[config.mk]
export PLATFORM = sky130hd
export DESIGN_NAME = econet_rx_frame_queue_flat
export DESIGN_NICKNAME = d
export VERILOG_FILES = /design/src/rtl/econet_rx_frame_queue_if.sv /design/src/rtl/econet_rx_frame_queue.sv /design/src/flat_wrapper.sv
export SDC_FILE = /design/constraint.sdc
export NUM_CORES = 1
export LEC_CHECK = 0
export BUFFER_PORTS_ARGS = -buffer_cell sky130_fd_sc_hd__buf_2
export CORE_MARGIN = 1.5
export CORE_UTILIZATION = 30
export DETAILED_ROUTE_END_ITERATION = 7
export HOLD_SLACK_MARGIN = 0.06
export PLACE_DENSITY_LB_ADDON = 0.25
export SLEW_MARGIN = 20
export SYNTH_ARGS = -nofsm -noshare
export SYNTH_HDL_FRONTEND = slang
export SYNTH_SLANG_ARGS = --single-unit
[constraint.sdc]
create_clock -name econet_clk -period 10.3 [get_ports econet_clk]
set_input_delay 0.515 -clock econet_clk [delete_from_list [all_inputs] [get_ports econet_clk]]
set_output_delay 0.515 -clock econet_clk [all_outputs]
set_load 0.05 [all_outputs]
[src/rtl/econet_rx_frame_queue_if.sv]
// Receiver-side bus of econet_rx_frame_queue: byte stream in, RAM write port and
// descriptor-queue head out.
interface econet_rx_frame_queue_if #(
  parameter int unsigned BUF_AW  = 9,
  parameter int unsigned DESC_AW = 2
);
  logic [7:0]        rx_byte;
  logic              rx_byte_ready;
  logic              rx_frame_start;
  logic              rx_frame_end;
  logic [15:0]       rx_fcs;
  logic [15:0]       our_address;
  logic              desc_pop;
  logic              buf_wr_en;
  logic [BUF_AW-1:0] buf_wr_addr;
  logic [7:0]        buf_wr_data;
  logic              desc_valid;
  logic [BUF_AW-1:0] desc_start;
  logic [BUF_AW-1:0] desc_end;
  logic [BUF_AW-1:0] desc_count;
  logic [31:0]       desc_address;
  logic [15:0]       desc_scout;
  logic [DESC_AW:0]  desc_level;
  logic [7:0]        drop_count;

  modport slave (
    input  rx_byte, rx_byte_ready, rx_frame_start, rx_frame_end, rx_fcs, our_address, desc_pop,
    output buf_wr_en, buf_wr_addr, buf_wr_data, desc_valid, desc_start, desc_end, desc_count,
           desc_address, desc_scout, desc_level, drop_count
  );

  modport master (
    output rx_byte, rx_byte_ready, rx_frame_start, rx_frame_end, rx_fcs, our_address, desc_pop,
    input  buf_wr_en, buf_wr_addr, buf_wr_data, desc_valid, desc_start, desc_end, desc_count,
           desc_address, desc_scout, desc_level, drop_count
  );
endinterface

[src/rtl/econet_rx_frame_queue.sv]
// Econet receive front end: writes frames into a circular byte RAM and queues descriptors.
// Define ECONET_RX_BROADCAST_EN to also accept frames addressed to 16'hFFFF.
module econet_rx_frame_queue #(
  parameter int unsigned BUF_AW    = 9,
  parameter int unsigned DESC_AW   = 2,
  parameter int unsigned HDR_BYTES = 6,
  parameter logic [15:0] FCS_GOOD  = 16'hF0B8
) (
  input logic                     econet_clk,
  input logic                     valid_rst,
  econet_rx_frame_queue_if.slave  bus_io
);
  localparam int unsigned DescDepth = 1 << DESC_AW;

  typedef logic [BUF_AW-1:0] addr_t;
  typedef logic [DESC_AW:0]  lvl_t;

  localparam addr_t AddrOne  = addr_t'(1);
  localparam addr_t HdrCnt   = addr_t'(HDR_BYTES);
  localparam lvl_t  LvlOne   = lvl_t'(1);
  localparam lvl_t  LvlFull  = lvl_t'(DescDepth);

  localparam logic [1:0] StIdle    = 2'd0;
  localparam logic [1:0] StHdr     = 2'd1;
  localparam logic [1:0] StBody    = 2'd2;
  localparam logic [1:0] StDiscard = 2'd3;

  logic [1:0] state_q, state_d;
  addr_t      wr_ptr_q, wr_ptr_d;
  addr_t      frame_base_q, frame_base_d;
  addr_t      byte_cnt_q, byte_cnt_d;
  logic [7:0] drop_q, drop_d;
  logic [7:0] hdr_q [HDR_BYTES];
  lvl_t       head_q, tail_q, level;

  addr_t       q_start_q [DescDepth];
  addr_t       q_end_q   [DescDepth];
  addr_t       q_count_q [DescDepth];
  logic [31:0] q_addr_q  [DescDepth];
  logic [15:0] q_scout_q [DescDepth];

  logic [DESC_AW-1:0] head_idx, tail_idx;
  logic in_frame, empty, full, overflow, byte_in, wr_en;
  logic addr_ok, accept, push_en, pop_en;

  assign head_idx = head_q[DESC_AW-1:0];
  assign tail_idx = tail_q[DESC_AW-1:0];
  assign level    = tail_q - head_q;
  assign empty    = (level == '0);
  assign full     = (level == LvlFull);
  assign in_frame = (state_q == StHdr) || (state_q == StBody);

  // Start and end markers take priority over a byte in the same cycle.
  assign byte_in  = in_frame && bus_io.rx_byte_ready && !bus_io.rx_frame_start &&
                    !bus_io.rx_frame_end;
  assign overflow = (!empty && ((wr_ptr_q + AddrOne) == q_start_q[head_idx])) ||
                    (byte_cnt_q == '1);
  assign wr_en    = byte_in && !overflow;

`ifdef ECONET_RX_BROADCAST_EN
  assign addr_ok = ({hdr_q[1], hdr_q[0]} == bus_io.our_address) ||
                   ({hdr_q[1], hdr_q[0]} == 16'hFFFF);
`else
  assign addr_ok = ({hdr_q[1], hdr_q[0]} == bus_io.our_address);
`endif

  assign accept  = in_frame && bus_io.rx_frame_end && !bus_io.rx_frame_start &&
                   (bus_io.rx_fcs == FCS_GOOD) && (byte_cnt_q >= HdrCnt) && addr_ok;
  assign pop_en  = bus_io.desc_pop && !empty;
  assign push_en = accept && (!full || pop_en);

  always_comb begin
    state_d      = state_q;
    wr_ptr_d     = wr_ptr_q;
    frame_base_d = frame_base_q;
    byte_cnt_d   = byte_cnt_q;
    drop_d       = drop_q;
    if (bus_io.rx_frame_start) begin
      if (state_q == StIdle) frame_base_d = wr_ptr_q;
      else                   wr_ptr_d     = frame_base_q;
      state_d    = StHdr;
      byte_cnt_d = '0;
    end else begin
      unique case (state_q)
        StIdle: ;
        StHdr, StBody: begin
          if (bus_io.rx_frame_end) begin
            state_d = StIdle;
            if (!push_en) wr_ptr_d = frame_base_q;
            if (accept && !push_en && drop_q != 8'hFF) drop_d = drop_q + 8'd1;
          end else if (byte_in) begin
            if (overflow) begin
              state_d  = StDiscard;
              wr_ptr_d = frame_base_q;
            end else begin
              wr_ptr_d   = wr_ptr_q + AddrOne;
              byte_cnt_d = byte_cnt_q + AddrOne;
              if (state_q == StHdr && (byte_cnt_q + AddrOne) == HdrCnt) state_d = StBody;
            end
          end
        end
        StDiscard: begin
          // Only an overflow leads here, so the frame is counted as dropped.
          if (bus_io.rx_frame_end) begin
            state_d = StIdle;
            if (drop_q != 8'hFF) drop_d = drop_q + 8'd1;
          end
        end
        default: state_d = StIdle;
      endcase
    end
  end

  always_ff @(posedge econet_clk or posedge valid_rst) begin
    if (valid_rst) begin
      state_q      <= StIdle;
      wr_ptr_q     <= '0;
      frame_base_q <= '0;
      byte_cnt_q   <= '0;
      drop_q       <= '0;
      head_q       <= '0;
      tail_q       <= '0;
      for (int i = 0; i < int'(HDR_BYTES); i++) hdr_q[i] <= '0;
      for (int i = 0; i < int'(DescDepth); i++) begin
        q_start_q[i] <= '0;
        q_end_q[i]   <= '0;
        q_count_q[i] <= '0;
        q_addr_q[i]  <= '0;
        q_scout_q[i] <= '0;
      end
    end else begin
      state_q      <= state_d;
      wr_ptr_q     <= wr_ptr_d;
      frame_base_q <= frame_base_d;
      byte_cnt_q   <= byte_cnt_d;
      drop_q       <= drop_d;
      for (int i = 0; i < int'(HDR_BYTES); i++) begin
        if (wr_en && byte_cnt_q == addr_t'(i)) hdr_q[i] <= bus_io.rx_byte;
      end
      if (push_en) begin
        q_start_q[tail_idx] <= frame_base_q;
        q_end_q[tail_idx]   <= wr_ptr_q;
        q_count_q[tail_idx] <= byte_cnt_q;
        q_addr_q[tail_idx]  <= {hdr_q[3], hdr_q[2], hdr_q[1], hdr_q[0]};
        q_scout_q[tail_idx] <= {hdr_q[4], hdr_q[5]};
        tail_q              <= tail_q + LvlOne;
      end
      if (pop_en) head_q <= head_q + LvlOne;
    end
  end

  assign bus_io.buf_wr_en    = wr_en;
  assign bus_io.buf_wr_addr  = wr_ptr_q;
  assign bus_io.buf_wr_data  = wr_en ? bus_io.rx_byte : 8'h00;
  assign bus_io.desc_valid   = !empty;
  assign bus_io.desc_start   = q_start_q[head_idx];
  assign bus_io.desc_end     = q_end_q[head_idx];
  assign bus_io.desc_count   = q_count_q[head_idx];
  assign bus_io.desc_address = q_addr_q[head_idx];
  assign bus_io.desc_scout   = q_scout_q[head_idx];
  assign bus_io.desc_level   = level;
  assign bus_io.drop_count   = drop_q;
endmodule

[src/flat_wrapper.sv]
// flat-port wrapper written by rule: the top's interface ports become plain ports
module econet_rx_frame_queue_flat 
#(
  parameter int unsigned BUF_AW    = 9,
  parameter int unsigned DESC_AW   = 2,
  parameter int unsigned HDR_BYTES = 6,
  parameter logic [15:0] FCS_GOOD  = 16'hF0B8
)
  (econet_clk, valid_rst, bus_io_rx_byte, bus_io_rx_byte_ready, bus_io_rx_frame_start, bus_io_rx_frame_end, bus_io_rx_fcs, bus_io_our_address, bus_io_desc_pop, bus_io_buf_wr_en, bus_io_buf_wr_addr, bus_io_buf_wr_data, bus_io_desc_valid, bus_io_desc_start, bus_io_desc_end, bus_io_desc_count, bus_io_desc_address, bus_io_desc_scout, bus_io_desc_level, bus_io_drop_count);
  econet_rx_frame_queue_if #(.BUF_AW(BUF_AW), .DESC_AW(DESC_AW)) bus_io_i ();
  input logic econet_clk;
  input logic valid_rst;
  input wire logic [$bits(bus_io_i.rx_byte)-1:0] bus_io_rx_byte;
  input wire logic [$bits(bus_io_i.rx_byte_ready)-1:0] bus_io_rx_byte_ready;
  input wire logic [$bits(bus_io_i.rx_frame_start)-1:0] bus_io_rx_frame_start;
  input wire logic [$bits(bus_io_i.rx_frame_end)-1:0] bus_io_rx_frame_end;
  input wire logic [$bits(bus_io_i.rx_fcs)-1:0] bus_io_rx_fcs;
  input wire logic [$bits(bus_io_i.our_address)-1:0] bus_io_our_address;
  input wire logic [$bits(bus_io_i.desc_pop)-1:0] bus_io_desc_pop;
  output wire logic [$bits(bus_io_i.buf_wr_en)-1:0] bus_io_buf_wr_en;
  output wire logic [$bits(bus_io_i.buf_wr_addr)-1:0] bus_io_buf_wr_addr;
  output wire logic [$bits(bus_io_i.buf_wr_data)-1:0] bus_io_buf_wr_data;
  output wire logic [$bits(bus_io_i.desc_valid)-1:0] bus_io_desc_valid;
  output wire logic [$bits(bus_io_i.desc_start)-1:0] bus_io_desc_start;
  output wire logic [$bits(bus_io_i.desc_end)-1:0] bus_io_desc_end;
  output wire logic [$bits(bus_io_i.desc_count)-1:0] bus_io_desc_count;
  output wire logic [$bits(bus_io_i.desc_address)-1:0] bus_io_desc_address;
  output wire logic [$bits(bus_io_i.desc_scout)-1:0] bus_io_desc_scout;
  output wire logic [$bits(bus_io_i.desc_level)-1:0] bus_io_desc_level;
  output wire logic [$bits(bus_io_i.drop_count)-1:0] bus_io_drop_count;
  assign bus_io_i.rx_byte = bus_io_rx_byte;
  assign bus_io_i.rx_byte_ready = bus_io_rx_byte_ready;
  assign bus_io_i.rx_frame_start = bus_io_rx_frame_start;
  assign bus_io_i.rx_frame_end = bus_io_rx_frame_end;
  assign bus_io_i.rx_fcs = bus_io_rx_fcs;
  assign bus_io_i.our_address = bus_io_our_address;
  assign bus_io_i.desc_pop = bus_io_desc_pop;
  assign bus_io_buf_wr_en = bus_io_i.buf_wr_en;
  assign bus_io_buf_wr_addr = bus_io_i.buf_wr_addr;
  assign bus_io_buf_wr_data = bus_io_i.buf_wr_data;
  assign bus_io_desc_valid = bus_io_i.desc_valid;
  assign bus_io_desc_start = bus_io_i.desc_start;
  assign bus_io_desc_end = bus_io_i.desc_end;
  assign bus_io_desc_count = bus_io_i.desc_count;
  assign bus_io_desc_address = bus_io_i.desc_address;
  assign bus_io_desc_scout = bus_io_i.desc_scout;
  assign bus_io_desc_level = bus_io_i.desc_level;
  assign bus_io_drop_count = bus_io_i.drop_count;
  econet_rx_frame_queue #(.BUF_AW(BUF_AW), .DESC_AW(DESC_AW), .HDR_BYTES(HDR_BYTES), .FCS_GOOD(FCS_GOOD)) u_core (.econet_clk(econet_clk), .valid_rst(valid_rst), .bus_io(bus_io_i));
endmodule
Yosys cells after proc, flatten, opt, wreduce, memory -nomap -nowiden:

Index checks and enable logic that the tools add are counted.

* flip-flop bits (word level): 391
* input bits: 46

* $add $sub $neg: 6
* magnitude comparators: 4
* equal/unequal tests: 25
* multiplexer cells: 51
* bitwise logic cells: 3
* reduce and logical (&&, ||, !) cells: 44

Operator list (count)
* $mux W9: 19
* $bwmux W128: 1
* $bwmux W36: 3
* $mux W32: 3
* $bmux W32 S2: 1
* $bwmux W64: 1
* $demux W32 S2: 1
* $bmux W9 S2: 3
* $mux W16: 3
* $mux W8: 5
* $bmux W16 S2: 1
* $demux W16 S2: 1
* $eq A9 B3 Y1 const B: 3
* $logic_and A1 B1 Y1: 22
* $add A9 B1 Y9 const B: 2
* $demux W9 S2: 1
* $eq A9 B2 Y1 const B: 2
* $eq A16 B16 Y1: 1
* $eq A16 B16 Y1 const B: 1
* $pmux W8 S2: 1
* $mux W2: 6
* $eq A9 B1 Y1 const B: 1
* $eq A9 B9 Y1: 1
* $eq A9 B9 Y1 const B: 1
* other kinds (29): 49

Longest topological paths before layout:

Gate-level depths: netlist of run 1.

* depth after elaboration: 14
* gate-level depth with buffers: 12
* depth with buffers taken out: 10

Worst setup path after synthesis of run 1:

Ideal clock, no wire load.

* kind: flip-flop to output port
* start: reg u_core.tail_q[0]
* end: out bus_io_buf_wr_en
* data arrival time: 3.546 ns
* path slack: 6.239 ns
* stages on the path, launching flop included: 11
* path buffers: 2
* path through: dfrtp_1 > inv_1 > ha_1 > fa_1 > inv_1 > or4_1 > nor3b_2 > or4_1 > buf_6 > buf_6 > nor2_2

* cells in the longest elaborated chain, start to end: 7

Ends and longest elaborated chain
* start, declared: RTL line econet_rx_frame_queue.sv:34 `lvl_t head_q, tail_q, level;`
* start signal, assigned: RTL line econet_rx_frame_queue.sv:146 `tail_q <= tail_q + LvlOne;`
* $sub A3 B3 Y3: RTL line econet_rx_frame_queue.sv:48 `assign level = tail_q - head_q;`
* via bus_io_desc_level[1]: RTL line flat_wrapper.sv:29 `output wire logic [$bits(bus_io_i.desc_level)-1:0] bus_io_desc_level;`
* $logic_not A3 Y1: RTL line econet_rx_frame_queue.sv:49 `assign empty = (level == '0);`
* $logic_not A1 Y1: RTL line econet_rx_frame_queue.sv:56 `assign overflow = (!empty && ((wr_ptr_q + AddrOne) == q_start_q[head_idx])) ||`
* $logic_and A1 B1 Y1: RTL line econet_rx_frame_queue.sv:56
* $logic_or A1 B1 Y1: RTL line econet_rx_frame_queue.sv:56
* $logic_not A1 Y1: RTL line econet_rx_frame_queue.sv:58 `assign wr_en = byte_in && !overflow;`
* $logic_and A1 B1 Y1: RTL line econet_rx_frame_queue.sv:58
* end, declared: RTL line flat_wrapper.sv:20 `output wire logic [$bits(bus_io_i.buf_wr_en)-1:0] bus_io_buf_wr_en;`

The timed path passes the listed nets, and every way through them passes these cells.

Final worst setup path of run 1:

* start: reg u_core.head_q[0]
* end: out bus_io_buf_wr_en

* cells in the longest elaborated chain, start to end: 9

Ends and longest elaborated chain
* start, declared: RTL line econet_rx_frame_queue.sv:34
* start signal, assigned: RTL line econet_rx_frame_queue.sv:148 `if (pop_en) head_q <= head_q + LvlOne;`
* $not A2 Y3 (implied by the code): RTL line econet_rx_frame_queue.sv:56
* $bmux W9 S2: RTL line econet_rx_frame_queue.sv:56
* $mux W9 (implied by the code) (2 in series): RTL line econet_rx_frame_queue.sv:56
* $eq A9 B9 Y1: RTL line econet_rx_frame_queue.sv:56
* $logic_and A1 B1 Y1 (*): RTL line econet_rx_frame_queue.sv:56
* $logic_or A1 B1 Y1 (*): RTL line econet_rx_frame_queue.sv:56
* $logic_not A1 Y1 (*): RTL line econet_rx_frame_queue.sv:58
* $logic_and A1 B1 Y1 (*): RTL line econet_rx_frame_queue.sv:58

Every way passes the cells marked *; elsewhere a longest branch is shown, timed or not. The select of a mux whose other input is x is not followed.

==> results.md, run 1 <==
- Status: finished, final reports clean
- H-tree lvl count: 2
- PortBufs: 150
- Sink Count: 391
- Least-Margin Pin Slew: 1.08 ns
- Ant. Diodes: 0
- YS warnings: 0
- CP max stage delay: 0.93 ns
- 1st-pass router iterations: 6
- Critical Path End: bus_io_buf_wr_en
- Final Max Slew Viols: 0
- Total GRT Usage: 15.6%
- Post-synthesis compound-gate area fraction: under 10%
- Starting DRC count in detailed routing: 618
- Multi-input logic area: 7670 sq um
- Critical path buffers and inverters: 3
- Vias per cell: 4.95
- Number of primary I/O pins: 151
- Die ar.: 60700 sq um
- Initial antenna violation count: 3
- FF-to-FF setup slack: ~5.5 ns
- First-pass GRT wire length: ~71 mm
- Most frequent cells in the layout: 389 x dfrtp_1, 348 x mux2_2, 150 x buf_2
- Final hold violations: 0
- HPWL Detailed: 29.2 mm
- Max-cap violations: 0
- Number of setup buffers added after CTS: 0
- Root Driver: clkbuf_16
- CTS Buf Count: 42
- RSZ-0062 raised after global routing: no
- Number of enable flip-flop cells after synthesis: 0
- Syn Nets: about 1200
- Number of global-route vias before repair: about 11000
- Worst hold slack: 0.283 ns
- Yosys reg bits: 391
- Initial Utilization: a little under a third
- Sequential element share of the synthesized area: 55.1%
- Worst path depth: 9
- Filler cell count: around 5700
- PD cells: ~200 nW/um^2
- Pwr Total: 4.15 mW
- Setup Skew: 0.0270 ns
- Top delay family on crit path: simple AND/OR/NAND/NOR gates
- CTS tree: built
- Setup crit end kind: primary output
- Net count, final: 1370
- CP max stage cell: or4_1
- Library cells used by synthesis: 65
- Storage element area: 9790 sq um
- Post-Synth Adder-Cell Area: 1.38%
- Overflow after GRT: 0
- Via count: 10400
- Maximum vdd drop: 0.120 mV
- Fraction of registers with async set/reset: 100%
- Die Y-Extent: approximately 250 microns
- CTS hold repair buffers: 1
- Fin crit period: 5.64 ns
- Clock-pin slew on the worst setup and hold paths: around 0.060 ns
- Synth Instances: around 1200
- Req. time, crit path: 9.79 ns
- CTS max path bufs: 3
- Final setup fails: 0
- FF-to-FF End: u_core.hdr_q[39]$_DFFE_PP0P_
- CP max FO: 43
- Post-route insts no fill: 2109
- Hold crit path type: in2reg
- Die Span X: about 250 microns
- Fraction of layout cells with a size suffix above 1: 50.1%
- RePlAce Congestion: 0.770
- Launch point of the worst path: u_core.head_q[0]$_DFFE_PP0P_
- Top_reg_cell synth: dfrtp_1
- Crit Path Class: reg2out
- Final antenna-violating net count: 0
- CP Cell Sequence: ha_1, fa_1, inv_1, or4_1, nor3b_2, buf_4, or4_1, nor2_2, buf_2
- Post-synthesis mux area share: 31.6%
- Final period util: between 50% and 60%
- Leak: 10.2 nW
- Post-synthesis cell area: roughly 18000 sq um
- Reg-to-reg critical path startpoint: u_core.head_q[0]$_DFFE_PP0P_
- Core ar.: 58800 sq um
- Crit path top cell by count: or4_1
- Largest family of logic cells by synthesized area: multiplexers
- Xor and xnor area share after synthesis: 2.59%
- Core Rows: 89
- Syn-to-layout area delta: 17.0%
- Post-DR wirelength/cell: 21.9 microns
- Largest net degree at the start of global routing: 170
- Simple-gate share of the synthesized area: ~4.8%
- CP arrival: about 5.1 ns
- Final setup TNS: 0 ns
- CP Launch Type: register
- Placed insts: 2033
- Most common cell after layout, fill and taps aside: dfrtp_1
- Synth Area per Inst: between 15 and 20 sq um
- Max Fclk: 177 MHz
- Clock Latency Late Sink: 0.58 ns
- R2R depth: 9
- Worst slew margin: 27.3%
- WL final: 46.2 mm
- Post-CTS Resized: 0
- Drc violations: 0
## worst min path at each step
stage	from	endpoint	slack, ns	cells past startpoint
2_1_floorplan	u_core.q_count_q[10]$_DFFE_PP0P_	u_core.q_count_q[10]$_DFFE_PP0P_	0.44	2
3_3_place_gp	u_core.q_count_q[18]$_DFFE_PP0P_	u_core.q_count_q[18]$_DFFE_PP0P_	0.46	2
3_5_place_dp	u_core.q_count_q[17]$_DFFE_PP0P_	u_core.q_count_q[17]$_DFFE_PP0P_	0.47	2
4_1_cts	bus_io_desc_pop	u_core.head_q[2]$_DFFE_PP0P_	0.25	3
5_1_grt	bus_io_desc_pop	u_core.head_q[2]$_DFFE_PP0P_	0.25	3
6_report	bus_io_desc_pop	u_core.head_q[2]$_DFFE_PP0P_	0.28	3
## logic make-up (layout without fill, tap and decap cells)
family	count (synthesis)	in the layout
adder cells (fa/ha/maj)	19	19
AO/OA/AOI/OAI	63	63
buffers and inverters	87	252
multiplexers	424	424
flip-flops	391	391
XOR/XNOR	43	43
AND/OR/NAND/NOR	144	144
## flip-flops by register name (all words and copies together) (netlist names)
name / cells
u_core.q_addr_q: 128
u_core.q_scout_q: 64
u_core.hdr_q: 48
u_core.q_count_q: 36
u_core.q_end_q: 36
u_core.q_start_q: 36
u_core.bus_io.buf_wr_addr: 9
u_core.byte_cnt_q: 9
u_core.frame_base_q: 9
u_core.bus_io.drop_count: 8
u_core.head_q: 3
u_core.tail_q: 3
u_core.state_q: 2
## metal layers
layer / vias to the layer above / routed length (microns) / global-route usage, %
met3: 54 / 2120 / 2.86
li1: 4606 / - / -
met4: 2 / 980 / 4.16
met2: 189 / 22500 / 25.4
met5: - / 14 / 0
met1: 5593 / 20600 / 21.2
## power by group
part | switching (mW) | internal, mW | leakage, nW
Sequential | 0.207 | 1.61 | 5.39
Combinational | 0.459 | 0.304 | 4.13
Clock | 0.634 | 0.932 | 0.698
## synthesized netlist by cell type, types with 2 or more instances
cell type,instances,area share [%]
mux4_2,75,9.5
and2_1,3,0.11
nor3_1,12,0.34
nor2b_1,4,0.14
xnor2_1,25,1.2
buf_4,2,0.084
o21ai_0,21,0.59
o21a_1,3,0.13
nand2_1,35,0.74
a21o_1,2,0.084
nand2b_1,4,0.14
o31ai_1,3,0.13
ha_1,18,1.3
nor2_1,13,0.27
buf_2,8,0.23
a32o_1,3,0.17
or2_2,3,0.11
a311o_1,2,0.11
or3_1,2,0.070
nor3_4,6,0.55
nand4_1,5,0.18
a221o_1,6,0.34
xnor3_1,5,0.63
dfrtp_1,391,55
o31a_1,2,0.099
a211oi_1,3,0.13
nand3_1,20,0.56
o211ai_1,3,0.13
inv_1,15,0.32
xor2_1,12,0.59
buf_6,2,0.13
and3_1,14,0.49
o22a_1,2,0.099
buf_1,36,0.76
mux2_2,348,22
a21oi_1,3,0.084
or4_1,3,0.13
nor4_1,7,0.25
clkbuf_1,24,0.51
## tightest hold or removal path, stage by stage
cell	delay, ns
buf_2	0.15
nand3_1	0.09
xnor2_1	0.06
## area by class of cell
class                   instances  share of cell area (%)
clock inverters                10                   0.952
clock buffers                  65                    5.96
well taps                     773                    4.66
multi-input cells             693                    36.9
inverters                      15                   0.289
flip-flops and latches        391                    47.1
repair buffers                162                    4.12
## through the flow
stage / worst slack, ns / utilization [%] / instance area, sq um
6_report: 4.66 / 35.3 / 20800
3_3_place_gp: 5.20 / 32.9 / 19300
4_1_cts: 4.57 / 35.3 / 20800
2_1_floorplan: 4.53 / - / 17800
3_5_place_dp: 5.18 / 32.9 / 19300
5_1_grt: 4.39 / 35.3 / 20800
Power figures use the tool's default switching activity.
==> run 2: changes to the inputs <==
clock period = 5.8 ns   (was 10.3 ns; I/O delays follow)
==> results.md, run 2 (synthesis gave the netlist of run 1 again) <==
- Status: finished, final reports clean
- Most common cell after layout, fill and taps aside: dfrtp_1
- Sw Share: 31.5% (+0.17 points)
- 1st-pass router iterations: 4 (-2)
- PD cells: 358 nW/um^2 (+79%)
- Overflow after GRT: 0 (unchanged)
- H-tree lvl count: 2 (unchanged)
- Reg with most FFs: u_core.q_addr_q
- Final setup fails: 0 (unchanged)
- Pint: 5.13 mW (+80%)
- Worst hold slack: 0.113 ns (-0.169 ns)
- Clock-pin slew on the worst setup and hold paths: 0.05 ns (about the same)
- CTS Buf Count: 45 (+7.1%)
- Post-CTS Resized: 0 (unchanged)
- Initial Utilization: 30.2% (unchanged)
- Largest net degree at the start of global routing: 183 (+7.6%)
- CP max stage cell: or4_1
- Max-cap violations: 0 (unchanged)
- PortBufs: 150 (unchanged)
- Vias per cell: 4.91 (-0.83%)
- NetSw: 2.36 mW (+81%)
- CP Cell Sequence: inv_1, ha_1, fa_1, inv_1, or4_1, nor3b_2, buf_4, or4_1, nor2_2, buf_2
- Setup crit end kind: primary output
- CP arrival: 4.70 ns (-0.42 ns)
- Drc violations: 0 (unchanged)
- Core Rows: 89 (unchanged)
- Req. time, crit path: 5.51 ns (-4.28 ns)
- Max Fclk: 201 MHz
- Most frequent cells in the layout: 389 x dfrtp_1, 348 x mux2_2, 150 x buf_2
- Final antenna-violating net count: 0 (unchanged)
- Number of flip-flops in the largest register: 128 (unchanged)
- Maximum vdd drop: 0.245 mV (+100%)
- Final setup TNS: 0 ns (unchanged)
- Net count, final: 1376 (+0.44%)
- Placed insts: 2035 (+0.098%)
- Critical path buffers and inverters: 4 (+1)
- CP max FO: 14 (-67%)
- Crit Path Class: reg2out
- Via count: 10400 (-0.36%)
- Total GRT Usage: 15.2% (-0.34 points)
- Root Driver: clkbuf_16
- R2R depth: 10 (+1)
- Number of global-route vias before repair: 10900 (-1.8%)
- Worst hold path depth: 3 (unchanged)
- Top flop regs: u_core.q_addr_q x128, u_core.q_scout_q x64, u_core.hdr_q x48
- Initial antenna violation count: 4 (+1)
- Top delay family on crit path: simple AND/OR/NAND/NOR gates
- Setup Skew: 0.0473 ns (+0.0204 ns)
- Leak: 10.3 nW (+0.53%)
- CTS tree: built
- HPWL Detailed: 28.8 mm (-1.3%)
- CP Launch Type: register
- Fraction of layout cells with a size suffix above 1: 50.8% (+0.67 points)
- Worst slew margin: 27.5% (+0.22 points)
- Post-route insts no fill: 2119 (+0.47%)
- Post-DR wirelength/cell: 21.5 microns (-1.8%)
- Clock power frac: 38.5% (+0.8 points)
- RSZ-0062 raised after global routing: no
- WL final: 45.6 mm (-1.3%)
- Die ar.: 60700 sq um (unchanged)
- Clock Latency Late Sink: 0.59 ns (about the same)
- Sequential power share: 41.5% (-2.4 points)
- Final hold violations: 0 (unchanged)
- Worst path depth: 10 (+1)
- Least-Margin Pin Slew: 1.08 ns (-0.00232 ns)
- Final Max Slew Viols: 0 (unchanged)
- RePlAce Congestion: 0.769 (-0.23%)
- Syn-to-layout area delta: 17.7%
- Final period util: ~86%
- CP max stage delay: 0.92 ns (about the same)
- Core ar.: 58800 sq um (unchanged)
- Starting DRC count in detailed routing: 534 (-14%)
- First-pass GRT wire length: 69.4 mm (-2.5%)
- Die Span X: 246 microns (unchanged)
- Number of setup buffers added after CTS: 0 (unchanged)
- Fin crit period: about 5.0 ns
- Fin util: 35.6% (+0.22 points)
- Hold crit path type: in2reg
- CTS hold repair buffers: 2 (+1)
- Die Y-Extent: 246 microns (unchanged)
- Sink Count: 391 (unchanged)
- Combinational power share: 20.0% (+1.6 points)
- CTS max path bufs: 3 (unchanged)
- Filler cell count: 5635 (-0.58%)
- Number of primary I/O pins: 151 (unchanged)
[run 2: cell count changes in the layout (fill, tap and decap cells not counted), moves of 3 or more]
cell	previous run	this run
inv_6	0	3
clkbuf_8	10	14
clkbuf_16	42	45
clkbuf_1	13	8
clkinv_2	3	6
[run 2: worst reg2reg max path: stages, from the launching register on]
cell     delay [ns]
dfrtp_1        0.37
inv_1          0.11
ha_1           0.24
fa_1           0.57
inv_1          0.05
or4_1          0.54
nor3b_2        0.18
buf_4          0.21
or4_1          0.93
nor3_4         0.66
mux2_2         0.41
[run 2: metrics by stage]
step	area [sq um]	power, mW	setup slack (ns)
5_1_grt	20900	7.85	0.595
3_3_place_gp	19300	4.68	1.45
6_report	20900	7.49	0.815
3_5_place_dp	19300	4.69	1.37
4_1_cts	20900	7.62	0.726
2_1_floorplan	17800	4.19	0.250
[run 2: final timing paths]
path	endpoint	slack [ns]	start
max in group asynchronous	u_core.head_q[1]$_DFFE_PP0P_	3.73	valid_rst
min in group asynchronous	u_core.q_addr_q[30]$_DFFE_PP0P_	0.47	valid_rst
worst max register to register	u_core.hdr_q[37]$_DFFE_PP0P_	1.43	u_core.tail_q[0]$_DFFE_PP0P_
worst min-delay path	u_core.state_q[1]$_DFFE_PP0P_	0.11	bus_io_rx_frame_end
worst max-delay path	bus_io_buf_wr_en	0.81	u_core.tail_q[0]$_DFFE_PP0P_
worst min register to register	u_core.q_count_q[27]$_DFFE_PP0P_	0.48	u_core.q_count_q[27]$_DFFE_PP0P_
[run 2: final cells by class]
cell class / count / area, sq um / share of cell area (%)
flip-flops and latches: 391 / 9790 / 46.8
clock inverters: 13 / 166 / 0.796
inverters: 15 / 60.1 / 0.287
well taps: 773 / 967 / 4.63
clock buffers: 67 / 1350 / 6.45
multi-input cells: 693 / 7670 / 36.7
diodes: 2 / 5.00 / 0.0239
repair buffers: 165 / 893 / 4.27
[run 2: routing by layer]
layer  share of wire (%)  GRT usage (%)
met5                   0              0
met4                 2.4           4.48
met3                 4.0           2.58
met2                  48           24.8
met1                  46           20.8
[run 2: power groups by stage]
| stage | Sequential (mW) | Clock (mW) | Combinational, mW |
|---|---|---|---|
| 2_1_floorplan | 3.12 | 0 | 1.07 |
| 3_3_place_gp | 3.15 | 0 | 1.53 |
| 3_5_place_dp | 3.16 | 0 | 1.53 |
| 4_1_cts | 3.11 | 2.97 | 1.54 |
| 5_1_grt | 3.14 | 3.08 | 1.62 |
| 6_report | 3.11 | 2.88 | 1.50 |
